===== src/rtl/bp_pkg.sv =====
// Shared types for the branch predictor: 2-bit saturating counter states
// and the counter values used at reset and on allocation.
package bp_pkg;

    typedef enum logic [1:0] {
        STRONG_NT = 2'b00,
        WEAK_NT   = 2'b01,
        WEAK_T    = 2'b10,
        STRONG_T  = 2'b11
    } ctr_e;

    localparam ctr_e CTR_RESET = WEAK_NT;
    localparam ctr_e CTR_ALLOC = WEAK_T;

endpackage


===== src/rtl/sat_counter2.sv =====
// Next-state logic for a 2-bit saturating taken/not-taken counter.
module sat_counter2
    import bp_pkg::*;
(
    input  ctr_e state_i,
    input  logic taken_i,
    output ctr_e next_o
);

    always_comb begin
        next_o = state_i;
        case (state_i)
            STRONG_NT: next_o = taken_i ? WEAK_NT  : STRONG_NT;
            WEAK_NT:   next_o = taken_i ? WEAK_T   : STRONG_NT;
            WEAK_T:    next_o = taken_i ? STRONG_T : WEAK_NT;
            STRONG_T:  next_o = taken_i ? STRONG_T : WEAK_T;
            default:   next_o = state_i;
        endcase
    end

endmodule


===== src/rtl/branch_predictor_btb.sv =====
// Direct-mapped branch target buffer with 2-bit direction counters and
// saturating branch/mispredict performance counters.
module branch_predictor_btb
    import bp_pkg::*;
#(
    parameter int ADDR_W  = 32,
    parameter int ENTRIES = 16,
    parameter int CNT_W   = 16
) (
    input  logic              clk,
    input  logic              reset,
    input  logic [ADDR_W-1:0] lookup_pc,
    output logic              pred_hit,
    output logic              pred_taken,
    output logic [ADDR_W-1:0] pred_next_pc,
    input  logic              update_en,
    input  logic [ADDR_W-1:0] update_pc,
    input  logic              update_taken,
    input  logic [ADDR_W-1:0] update_target,
    input  logic              update_mispred,
    output logic [CNT_W-1:0]  branch_cnt,
    output logic [CNT_W-1:0]  mispred_cnt
);

    localparam int IDX_W = $clog2(ENTRIES);
    localparam int TAG_W = ADDR_W - IDX_W - 2;

    logic              valid_q  [ENTRIES];
    logic [TAG_W-1:0]  tag_q    [ENTRIES];
    logic [ADDR_W-1:0] target_q [ENTRIES];
    ctr_e              ctr_q    [ENTRIES];

    logic [CNT_W-1:0]  branchCnt_q, branchCnt_d;
    logic [CNT_W-1:0]  mispredCnt_q, mispredCnt_d;

    logic [IDX_W-1:0]  lookupIdx, updIdx;
    logic [TAG_W-1:0]  lookupTag, updTag;
    logic              updHit;
    ctr_e              ctrNext_d;
    logic              unusedPcBits;

    // PC bits [1:0] never take part in indexing or tag compare.
    assign unusedPcBits = ^update_pc[1:0];

    assign lookupIdx = lookup_pc[IDX_W+1:2];
    assign lookupTag = lookup_pc[ADDR_W-1:IDX_W+2];
    assign updIdx    = update_pc[IDX_W+1:2];
    assign updTag    = update_pc[ADDR_W-1:IDX_W+2];

    // Lookup reads only registered state, so a same-cycle update is not visible.
    assign pred_hit     = valid_q[lookupIdx] && (tag_q[lookupIdx] == lookupTag);
    assign pred_taken   = pred_hit && ctr_q[lookupIdx][1];
    assign pred_next_pc = pred_taken ? target_q[lookupIdx] : lookup_pc + ADDR_W'(4);

    assign updHit = valid_q[updIdx] && (tag_q[updIdx] == updTag);

    sat_counter2 u_sat_counter2 (
        .state_i (ctr_q[updIdx]),
        .taken_i (update_taken),
        .next_o  (ctrNext_d)
    );

    always_comb begin
        branchCnt_d  = branchCnt_q;
        mispredCnt_d = mispredCnt_q;
        if (update_en) begin
            if (branchCnt_q != '1) begin
                branchCnt_d = branchCnt_q + CNT_W'(1);
            end
            if (update_mispred && (mispredCnt_q != '1)) begin
                mispredCnt_d = mispredCnt_q + CNT_W'(1);
            end
        end
    end

    // Whole-table reset in one cycle; tags and targets are left as don't-care.
    always_ff @(posedge clk) begin
        if (reset) begin
            for (int i = 0; i < ENTRIES; i++) begin
                valid_q[i] <= 1'b0;
                ctr_q[i]   <= CTR_RESET;
            end
            branchCnt_q  <= '0;
            mispredCnt_q <= '0;
        end else begin
            if (update_en) begin
                if (updHit) begin
                    ctr_q[updIdx] <= ctrNext_d;
                    if (update_taken) begin
                        target_q[updIdx] <= update_target;
                    end
                end else if (update_taken) begin
                    valid_q[updIdx]  <= 1'b1;
                    tag_q[updIdx]    <= updTag;
                    target_q[updIdx] <= update_target;
                    ctr_q[updIdx]    <= CTR_ALLOC;
                end
            end
            branchCnt_q  <= branchCnt_d;
            mispredCnt_q <= mispredCnt_d;
        end
    end

    assign branch_cnt  = branchCnt_q;
    assign mispred_cnt = mispredCnt_q;

endmodule


===== config.mk =====
export PLATFORM = sky130hd
export DESIGN_NAME = branch_predictor_btb
export DESIGN_NICKNAME = d
export VERILOG_FILES = /design/src/rtl/bp_pkg.sv /design/src/rtl/sat_counter2.sv /design/src/rtl/branch_predictor_btb.sv
export SDC_FILE = /design/constraint.sdc
export NUM_CORES = 1
export LEC_CHECK = 0
export CAP_MARGIN = 20
export CORE_UTILIZATION = 55
export DETAILED_ROUTE_END_ITERATION = 10
export PLACE_DENSITY = 0.79
export SETUP_SLACK_MARGIN = 0.15
export SLEW_MARGIN = 20
export SYNTH_ARGS = -nofsm -noshare
export SYNTH_HDL_FRONTEND = slang
export SYNTH_SLANG_ARGS = --single-unit

===== constraint.sdc =====
create_clock -name clk -period 6.82 [get_ports clk]
set_input_delay 1.023 -clock clk [delete_from_list [all_inputs] [get_ports clk]]
set_output_delay 1.023 -clock clk [all_outputs]
set_load 0.1 [all_outputs]

==> reports/metrics.cfg <==
[run_status]
outcome = finished clean

[routing]
vias_per_cell = 6.89
postRouteAntennaNets = 0
wl_um = 119000
dr.pass1.iters = 6
drc = 0
wl_met3_um = 13000
wl_per_cell_um = 32.6
wl_met2_um = 59000
highest-signal-layer = met5
wl_met1_um = 42100
first_iter_violations = 3410
vias = 25125

[sta]
setup_viol = 0
rsz0062_at_grt = no
worst_pin_slew_ns = 1.12
hold_viol = 0
max_freq_mhz = 170
min_period_over_period_pct = 86.2
drv_slew = 0
tns_ns = 0
period_minus_slack_ns = 5.88
finClkSkew_ns = 0.0425
hold-worst-slack_ns = 0.482
slew-limit-headroom_pct = 25.5

[logic_synthesis]
ys_warn_count = 0
synth.distinct_cells = 60
synthCells = 2316
synth-seq-cells = 1008
synth_edf_count = 960
async_flop_share_pct = 0
avgSynthCellArea_um2 = 19.2
synthFlopType = edfxtp_1
synth_nets = 2420
synthesis.area_mm2 = 0.0445
yosysSeqAreaShare_pct = 66.9

[critical_path]
slowest_stage = buf_4
critPathCaptureType = output pin
path_buf_inv = 3
r2r_slack_ns = 2.72
crit_arrival_ns = 4.85
critical_path_required_ns = 5.80
path_delay_family = simple AND/OR/NAND/NOR gates
critical_path.cell_chain = buf_8 -> buf_4 -> and3_1 -> nand3_1 -> or3_1 -> nor3_1 -> nand3_1 -> xnor2_1 -> mux2_2 -> buf_12
criticalPathCategory = in2out
cp_common_cell = nand3_1
critPathLaunchType = input port
max_stage_delay_ns = 0.74
crit_fanout = 52

[global_routing]
grt_max_degree = 64
grt.overflow.total = 0
antenna_found_initial = 14
grt_use_total_pct = 29.3
grt_pass1_vias = 25874
grt_pass1_wl_um = 173000

[final_layout]
multi_input_area_mm2 = 0.0140
fill_cells = 5041
regArea_mm2 = 0.0298
area_growth_pct = 15.7
nets = 2607
final_layout_size_suffix_gt1_share_pct = 28.1

[power_and_ir_drop]
p_per_area_mw_per_mm2 = 270
ir_drop_uv = 337
leakagePower_nw = 16.6

[cts]
hold_buffers = 0
cts_setup_buffers = 0
clock_sinks = 1008
cts_tree = done
clkTransAtPathRegs_ns = 0.06
postCtsResizedCells = 0
root_buffer = clkbuf_16
clkLatencyLatePin_ns = 0.68
cts_max_level = 3
cts_made_buffers = 101
clock_tree.buffer_depth = 3

[floorplan]
die_y_um = 286
initial_utilization_pct = 56.0
die-area_mm2 = 0.0821
fp.dieW_um = 286
pin_count = 167
core_mm2 = 0.0795
core.rowCount = 103

[place]
placement.io_buffers = 164
gp_congestion = 0.887
dp_hpwl_um = 68600

[worst_hold_path]
hold_path_class = reg2reg

[flow_run]
maxCapViolations = 0

[per-stage QoR]
| step | std cells | util, % | setup slack (ns) | power, mW | instance area [µm²] |
|---|---|---|---|---|---|
| after floorplan | 2316 | - | 0.885 | 7.66 | 44500 |
| after global placement | 3450 | 60.2 | 1.19 | 8.04 | 47900 |
| after detailed placement | 3450 | 60.2 | 1.13 | 8.07 | 47900 |
| after CTS | 3640 | 64.7 | 1.06 | 14.0 | 51500 |
| after global routing | 3643 | 64.7 | 0.939 | 14.2 | 51500 |
| final | 3648 | 64.8 | 0.943 | 13.9 | 51500 |
[cell usage in the layout, fill, tap and decap left out, types with 49 or more instances in the layout]
cell type        Yosys  layout
xnor2_1             82      82
nor2_1              71      55
clkbuf_16            0     101
edfxtp_1           960     960
xor2_1              49      49
buf_4               11      78
mux4_2             355     355
clkdlybuf4s50_1      0     123
mux2i_1            159     159
nand2_1             56      56
[cells in the mapped netlist (all sizes together), types with 20 or more instances]
master  count  area [µm²]
a22oi      20         150
buf        96         553
clkbuf     63         236
dfxtp      48         961
edfxtp    960       28800
inv        26        97.6
mux2       47         529
mux2i     159        1590
mux4      355        8000
nand2      56         210
nand3      40         200
nand4      24         150
nor2       71         267
nor3       25         125
o21ai      29         145
xnor2      82         718
xor2       49         429
[worst paths after layout]
| path | start | end | cells after the start |
|---|---|---|---|
| worst max-delay path | lookup_pc[3] | pred_next_pc[29] | 10 |
| worst min register to register | valid_q[3]$_DFF_P_ | valid_q[3]$_DFF_P_ | 2 |
| worst max register to register | valid_q[10]$_DFF_P_ | tag_q[5][9]$_DFFE_PP_ | 10 |
| worst min-delay path | valid_q[3]$_DFF_P_ | valid_q[3]$_DFF_P_ | 2 |
[worst min-delay path, cell delays in order (launching register included)]
cell     delay, ns
dfxtp_1       0.32
inv_1         0.05
o32ai_1       0.05
[where the power goes]
part | total (mW) | internal, mW | leakage [nW] | switching [mW]
logic | 1.11 | 0.452 | 5.82 | 0.658
clock network | 5.97 | 3.54 | 1.73 | 2.43
registers | 6.85 | 6.82 | 9.06 | 0.0214
[sequential cells by signal, indices dropped and copies added, names as in the netlist]
name	flops
target_q	512
tag_q	416
ctr_q	32
branch_cnt	16
mispred_cnt	16
valid_q	16
[cell families after synthesis]
logic type,synth area share (%)
buffers and inverters,1.99
AO/OA/AOI/OAI,2.54
adder cells (fa/ha/maj),0.0843
multiplexers,22.7
XOR/XNOR,2.58
AND/OR/NAND/NOR,3.16
flip-flops,66.9
[layer usage]
metal / up-vias / global-route usage, %
li1: 9993 / -
met1: 12948 / 38.6
met2: 1843 / 47.8
met3: 325 / 6.37
met4: 16 / 12.1
met5: - / 0
[layout make-up]
cell class | count | share of cell area (%)
Antenna cell | 8 | 0.0389
Clock buffer | 119 | 5.04
Clock inverter | 71 | 1.93
Inverter | 26 | 0.190
Multi-Input combinational cell | 1123 | 27.3
Sequential cell | 1008 | 57.9
Tap cell | 1050 | 2.55
Timing Repair Buffer | 243 | 5.11
No activity file was read; power rests on OpenSTA's default activity.
